`src/rtl/hud_digits_renderer.sv`:
```
// HUD digit renderer: per-frame BCD snapshot, 8x16 glyphs scaled 2x.
// Two-stage pixel pipeline into the VGA object mux.
`timescale 1ns/1ps
module hud_digits_renderer #(
    parameter int SCORE_X = 16,
    parameter int SPEED_X = 128,
    parameter int FUEL_X  = 224,
    parameter int TOP_Y   = 8
) (
    input  logic        clk,
    input  logic        resetN,
    input  logic        startOfFrame,
    input  logic        onesec,
    input  logic [10:0] pixelX,
    input  logic [10:0] pixelY,
    input  logic [3:0]  scoreMMsb,
    input  logic [3:0]  scoreMLsb,
    input  logic [3:0]  scoreLMsb,
    input  logic [4:0]  scoreLLsb,
    input  logic [3:0]  speedMsb,
    input  logic [3:0]  speedMidb,
    input  logic [3:0]  speedLsb,
    input  logic [3:0]  fuelMsb,
    input  logic [3:0]  fuelLsb,
    input  logic        fuel_zero,
    input  logic        win,
    output logic        drawingRequest,
    output logic [7:0]  RGBout
);

    typedef enum logic {IDLE = 1'b0, ACTIVE = 1'b1} state_t;

    localparam logic [4:0]  BLANK  = 5'h1F;
    localparam logic [7:0]  C_WHT  = 8'hFF;
    localparam logic [7:0]  C_RED  = 8'hE0;
    localparam logic [7:0]  C_WIN  = 8'hFC;

    localparam logic [10:0] L_SX  = 11'(SCORE_X);
    localparam logic [10:0] L_SXE = 11'(SCORE_X + 64);
    localparam logic [10:0] L_PX  = 11'(SPEED_X);
    localparam logic [10:0] L_PXE = 11'(SPEED_X + 48);
    localparam logic [10:0] L_FX  = 11'(FUEL_X);
    localparam logic [10:0] L_FXE = 11'(FUEL_X + 32);
    localparam logic [10:0] L_Y   = 11'(TOP_Y);
    localparam logic [10:0] L_YE  = 11'(TOP_Y + 32);

    // Glyph rows packed MSB-first: row 0 in bits [127:120], bit 7 = left column.
    function automatic logic glyph_bit(
        input logic [4:0] d,
        input logic [3:0] row,
        input logic [2:0] col
    );
        logic [127:0] g;
        logic [6:0]   k;
        g = '0;
        case (d)
            5'd0: g = 128'h0000_3C66_666E_7666_6666_6666_663C_0000;
            5'd1: g = 128'h0000_1838_7818_1818_1818_1818_187E_0000;
            5'd2: g = 128'h0000_3C66_6606_0C18_3060_6066_7E7E_0000;
            5'd3: g = 128'h0000_3C66_0606_1C06_0606_0666_663C_0000;
            5'd4: g = 128'h0000_0C1C_3C6C_CCCC_FE0C_0C0C_0C1E_0000;
            5'd5: g = 128'h0000_7E60_6060_7C06_0606_0666_663C_0000;
            5'd6: g = 128'h0000_3C66_6060_7C66_6666_6666_663C_0000;
            5'd7: g = 128'h0000_7E66_0606_0C18_1818_1818_1818_0000;
            5'd8: g = 128'h0000_3C66_6666_3C66_6666_6666_663C_0000;
            5'd9: g = 128'h0000_3C66_6666_663E_0606_0606_663C_0000;
            default: g = '0;
        endcase
        k = ~{row, col};
        return g[k];
    endfunction

    state_t      r_state;
    state_t      w_state_nxt;

    logic [3:0]  r_sc0, r_sc1, r_sc2;
    logic [4:0]  r_sc3;
    logic [3:0]  r_sp0, r_sp1, r_sp2;
    logic [3:0]  r_fu0, r_fu1;
    logic        r_fz, r_win;
    logic        r_blink;

    logic        r_hit;
    logic [4:0]  r_dig;
    logic [3:0]  r_row;
    logic [2:0]  r_col;
    logic [7:0]  r_rgb;

    logic        w_yin, w_hs, w_hp, w_hf;
    logic [1:0]  w_sidx, w_pidx;
    logic        w_fidx;
    logic [2:0]  w_scol, w_pcol, w_fcol;
    logic [3:0]  w_row;
    logic        w_low;
    logic        w_bs0, w_bs1, w_bs2;
    logic        w_bp0, w_bp1;
    logic        w_hit;
    logic [4:0]  w_dig;
    logic [2:0]  w_col;
    logic [7:0]  w_rgb;
    logic        w_on;

    assign w_yin  = (pixelY >= L_Y) && (pixelY < L_YE);
    assign w_hs   = w_yin && (pixelX >= L_SX) && (pixelX < L_SXE);
    assign w_hp   = w_yin && (pixelX >= L_PX) && (pixelX < L_PXE);
    assign w_hf   = w_yin && (pixelX >= L_FX) && (pixelX < L_FXE);

    assign w_sidx = 2'((pixelX - L_SX) >> 4);
    assign w_pidx = 2'((pixelX - L_PX) >> 4);
    assign w_fidx = 1'((pixelX - L_FX) >> 4);
    assign w_scol = 3'((pixelX - L_SX) >> 1);
    assign w_pcol = 3'((pixelX - L_PX) >> 1);
    assign w_fcol = 3'((pixelX - L_FX) >> 1);
    assign w_row  = 4'((pixelY - L_Y) >> 1);

    assign w_low  = (r_fu0 < 4'd2) && !r_fz;

    // Leading zeros: blank while this and all higher digits are zero.
    assign w_bs0  = (r_sc0 == 4'd0);
    assign w_bs1  = w_bs0 && (r_sc1 == 4'd0);
    assign w_bs2  = w_bs1 && (r_sc2 == 4'd0);
    assign w_bp0  = (r_sp0 == 4'd0);
    assign w_bp1  = w_bp0 && (r_sp1 == 4'd0);

    // Frame-state register.
    always_ff @(posedge clk or negedge resetN) begin
        if (!resetN) r_state <= IDLE;
        else         r_state <= w_state_nxt;
    end

    // Leave IDLE on the first frame start, then stay active.
    always_comb begin
        w_state_nxt = r_state;
        unique case (r_state)
            IDLE:    if (startOfFrame) w_state_nxt = ACTIVE;
            ACTIVE:  w_state_nxt = ACTIVE;
            default: w_state_nxt = IDLE;
        endcase
    end

    // Shadow copy of the digits, taken once per frame.
    always_ff @(posedge clk or negedge resetN) begin
        if (!resetN) begin
            r_sc0 <= '0; r_sc1 <= '0; r_sc2 <= '0; r_sc3 <= '0;
            r_sp0 <= '0; r_sp1 <= '0; r_sp2 <= '0;
            r_fu0 <= '0; r_fu1 <= '0;
            r_fz  <= 1'b0;
            r_win <= 1'b0;
        end else if (startOfFrame) begin
            r_sc0 <= scoreMMsb; r_sc1 <= scoreMLsb;
            r_sc2 <= scoreLMsb; r_sc3 <= scoreLLsb;
            r_sp0 <= speedMsb;  r_sp1 <= speedMidb;
            r_sp2 <= speedLsb;
            r_fu0 <= fuelMsb;   r_fu1 <= fuelLsb;
            r_fz  <= fuel_zero;
            r_win <= win;
        end
    end

    // Low-fuel blink phase: toggles each second, parked visible otherwise.
    always_ff @(posedge clk or negedge resetN) begin
        if (!resetN)     r_blink <= 1'b1;
        else if (!w_low) r_blink <= 1'b1;
        else if (onesec) r_blink <= ~r_blink;
    end

    // Field decode: pick digit, column and colour for this pixel.
    always_comb begin
        w_hit = 1'b0;
        w_dig = BLANK;
        w_col = 3'd0;
        w_rgb = C_WHT;
        unique case (1'b1)
            w_hs: begin
                w_hit = 1'b1;
                w_col = w_scol;
                unique case (w_sidx)
                    2'd0: w_dig = w_bs0 ? BLANK : {1'b0, r_sc0};
                    2'd1: w_dig = w_bs1 ? BLANK : {1'b0, r_sc1};
                    2'd2: w_dig = w_bs2 ? BLANK : {1'b0, r_sc2};
                    default: w_dig = r_sc3;
                endcase
            end
            w_hp: begin
                w_hit = 1'b1;
                w_col = w_pcol;
                unique case (w_pidx)
                    2'd0: w_dig = w_bp0 ? BLANK : {1'b0, r_sp0};
                    2'd1: w_dig = w_bp1 ? BLANK : {1'b0, r_sp1};
                    2'd2: w_dig = {1'b0, r_sp2};
                    default: w_dig = BLANK;
                endcase
            end
            w_hf: begin
                w_hit = r_blink;
                w_col = w_fcol;
                w_dig = w_fidx ? {1'b0, r_fu1} : {1'b0, r_fu0};
                if (w_low || r_fz) w_rgb = C_RED;
            end
            default: w_hit = 1'b0;
        endcase
        if (r_win) w_rgb = C_WIN;
    end

    // Stage 1: register the decoded pixel context.
    always_ff @(posedge clk or negedge resetN) begin
        if (!resetN) begin
            r_hit <= 1'b0;
            r_dig <= BLANK;
            r_row <= '0;
            r_col <= '0;
            r_rgb <= '0;
        end else begin
            r_hit <= w_hit;
            r_dig <= w_dig;
            r_row <= w_row;
            r_col <= w_col;
            r_rgb <= w_rgb;
        end
    end

    assign w_on = r_hit && (r_state == ACTIVE) &&
                  glyph_bit(r_dig, r_row, r_col);

    // Stage 2: glyph lookup into the mux outputs.
    always_ff @(posedge clk or negedge resetN) begin
        if (!resetN) begin
            drawingRequest <= 1'b0;
            RGBout         <= 8'h00;
        end else begin
            drawingRequest <= w_on;
            RGBout         <= w_on ? r_rgb : 8'h00;
        end
    end

endmodule

```
`config.mk`:
```
export PLATFORM = sky130hd
export DESIGN_NAME = hud_digits_renderer
export DESIGN_NICKNAME = d
export VERILOG_FILES = /design/src/rtl/hud_digits_renderer.sv
export SDC_FILE = /design/constraint.sdc
export NUM_CORES = 1
export LEC_CHECK = 0
export BUFFER_PORTS_ARGS = -buffer_cell sky130_fd_sc_hd__buf_2
export CORE_UTILIZATION = 60
export CTS_CLUSTER_DIAMETER = 120
export CTS_CLUSTER_SIZE = 10
export DETAILED_ROUTE_END_ITERATION = 7
export PLACE_DENSITY = 0.85
export SLEW_MARGIN = 20
export SYNTH_ARGS = -nofsm -noshare
export SYNTH_HDL_FRONTEND = slang
export SYNTH_SLANG_ARGS = --single-unit
export TNS_END_PERCENT = 50
```
`constraint.sdc`:
```
create_clock -name clk -period 5.2 [get_ports clk]
set_clock_uncertainty 0.1 [all_clocks]
set_input_delay 1.56 -clock clk [delete_from_list [all_inputs] [get_ports clk]]
set_output_delay 1.56 -clock clk [all_outputs]
set_load 0.03 [all_outputs]
```
==> out/metrics.yaml <==
status:
  status: "finished, violations left"
  violations: "DRC"
worst_setup_path:
  cp_common_cell: "o21ai_1"
  crit_path_max_fanout: 8
  cp_data_required_time_ns: 5.35
  max_stage_delay_ns: 0.52
  path_delay_family: "simple AND/OR/NAND/NOR gates"
  worstSetupPathType: "in2reg"
  path_buf_inv: 2
  startpoint_type: "input pin"
  end_kind: "flop"
  cp_cell_sequence: "buf_2, inv_1, or4_1, o21ai_1, nand4_2, nand3_1, o21ai_1, a211o_1"
  arrival_ns: 3.54
  crit_slowest_cell: "or4_1"
synthesis:
  synth_edf_count: 0
  syn_nets: 487
  netlist_area_um2: 4050
  synth_top_area_share_pct: 34.0
  ys_seq_area_share_pct: 37.9
  yosysUniqueCellTypes: 71
  synthCells: 413
  yosys-top-cells-area: "dfrtp_1 (34%), mux2_2 (12%), dfstp_2 (3.9%)"
  synth_top_area_cell: "dfrtp_1"
  yosys_warnings: 0
  synth_top_flop_cell: "dfrtp_1"
  synth_most_common_cell: "dfrtp_1"
  synth_common_cells: "dfrtp_1 (55), mux2_2 (42), nor2_1 (28)"
  async_reset_ff_share_pct: 100
  ys_ff_latch: 61
  syn_avg_cell_area_um2: 9.81
floorplanning:
  die_x_um: 84.2
  start_util_pct: 63.1
  ioPinCount: 74
  fp.dieH_um: 84.2
  dieArea_um2: 7090
  coreArea_um2: 6420
  rows: 29
clocking:
  htree_num_levels: 3
  cts-resized-gates: 0
  cts_hold_buf: 0
  numClockSinks: 61
  numCtsBuffers: 9
  clock_path_buffers: 2
  clkTransAtPathRegs_ns: 0.07
  root_buffer: "clkbuf_8"
  clkLatencyLatePin_ns: 0.34
  post_cts_buffers: 0
  cts_tree: "yes"
place:
  io_buffers: 72
  dpl-instance-area_um2: 4350
  post-dp-hpwl_mm: 7.33
  dp_slack_ns: 1.50
  gp_congestion: 0.927
drt:
  ant_nets: 0
  routed_via_density: 6.56
  first_pass_iters: 8
  vias: 3584
  wl_per_cell_um: 19.2
  initialDrtViolationCount: 358
  wirelength_mm: 10.5
  drc: 2
timing:
  slew_viol_final: 0
  hold_viol_final: 0
  period_needed_ns: 3.39
  relSlewSlack_pct: 42.5
  hold_ws_ns: 0.368
  post-route-period-util_pct: 65.2
  tightestPinTransition_ns: 0.862
  setup_viol: 0
  max_freq_mhz: 295
  setup_tns_ns: 0
  worst_slack_ns: 1.81
  rsz0062_at_grt: "false"
global_routing:
  antenna_found_initial: 0
  grt_use_total_pct: 31.3
  grt_overflow: 0
  grt_pass1_vias: 3494
  grt_pass1_wl_mm: 17.2
  grt_max_degree: 56
min_path:
  hold_class: "reg2reg"
finish:
  drive_gt1_share_pct: 32.4
  design_area_um2: 4530
  diodes: 0
  fin_util_pct: 70.5
  synthToLayoutAreaGrowth_pct: 11.7
  fin_nets: 538
power:
  power_frac_seq_pct: 51.0
  pwr-share-comb_pct: 12.1
  power.switching_mw: 0.277
  p_sw_share_pct: 26.3
  leakage_nw: 2.01
  p_clk_share_pct: 37.0
  internal_power_mw: 0.776
  powerDensity_nw_per_um2: 232
  irDropWorstVdd_mv: 0.175
job:
  max_cap_viol_count: 0
## power by group through the flow
stage	sequential, mW	clock (mW)	combinational, mW
after floorplan	0.533	0	0.0792
after global placement	0.542	0	0.121
after detailed placement	0.544	0	0.125
after CTS	0.536	0.390	0.127
after global routing	0.540	0.413	0.139
final	0.536	0.389	0.127
## cell families after synthesis
logic type               synth area share (%)
multiplexers                             16.9
adder cells (fa/ha/maj)                  2.78
other                                  0.0925
buffers and inverters                    6.02
AO/OA/AOI/OAI                            20.2
AND/OR/NAND/NOR                          15.6
flip-flops                               37.9
XOR/XNOR                                0.648
## cell type report
cell class | count | area, µm²
tap | 77 | 96.3
sequential | 61 | 1530
fill | 462 | 1890
clock inverter | 3 | 21.3
clock buffer | 13 | 159
inverter | 18 | 67.6
multi-input combinational | 300 | 2270
timing repair buffer | 74 | 375
## flip-flops by register name (all words and copies together), names as in the netlist, 3 cells and up
signal  count
RGBout      3
r_col       3
r_dig       5
r_fu0       4
r_fu1       4
r_rgb       3
r_row       4
r_sc0       4
r_sc1       4
r_sc2       4
r_sc3       5
r_sp0       4
r_sp1       4
r_sp2       4
## layer usage
layer	part of all wire, %	GRT usage [%]	up-vias
li1	-	-	1634
met1	40	41.2	1716
met2	48	51.0	205
met3	8.7	6.29	29
met4	2.7	13.3	0
met5	0	0	-
## cell usage in the layout, fill, tap and decap left out, drive strengths merged, types with 5 or more instances in the layout
master | Yosys | layout
nor3 | 7 | 7
nand2 | 20 | 20
dfrtp | 55 | 55
nor2 | 28 | 28
mux2 | 42 | 42
inv | 17 | 17
nand3 | 8 | 8
buf | 22 | 74
nor4 | 5 | 5
and2 | 5 | 5
ha | 9 | 9
a21oi | 22 | 22
o211ai | 9 | 9
clkbuf | 12 | 13
mux2i | 12 | 12
dfstp | 6 | 6
o21ai | 25 | 25
nand2b | 13 | 13
nor2b | 8 | 8
a211oi | 6 | 6
o22ai | 5 | 5
## stage by stage
stage               instances  power [mW]
floorplan                 413       0.612
global placement          530       0.663
detailed placement        530       0.669
CTS                       546        1.05
global route              546        1.09
finish                    546        1.05
## path summary, 6_finish.rpt
path	startpoint	to	slack [ns]	cells past startpoint
setup / recovery	pixelY[3]	r_dig[1]	1.81	8
hold / removal	r_win	r_rgb[1]	0.37	1
setup reg to reg	r_dig[1]	RGBout[4]	1.86	9
hold reg to reg	r_win	r_rgb[1]	0.37	1
max in group asynchronous	resetN	r_sc3[1]	3.19	2
min in group asynchronous	resetN	r_col[1]	0.93	1
## worst reg2reg max path, delay by kind of cell (launching register included)
family / cells / cell delay, ns
compound gates: 5 / 1.47
simple gates: 2 / 0.31
flops: 1 / 0.70
buf+inv: 1 / 0.17
fa+ha+maj: 1 / 0.47
(Power assumes the default switching activity.)
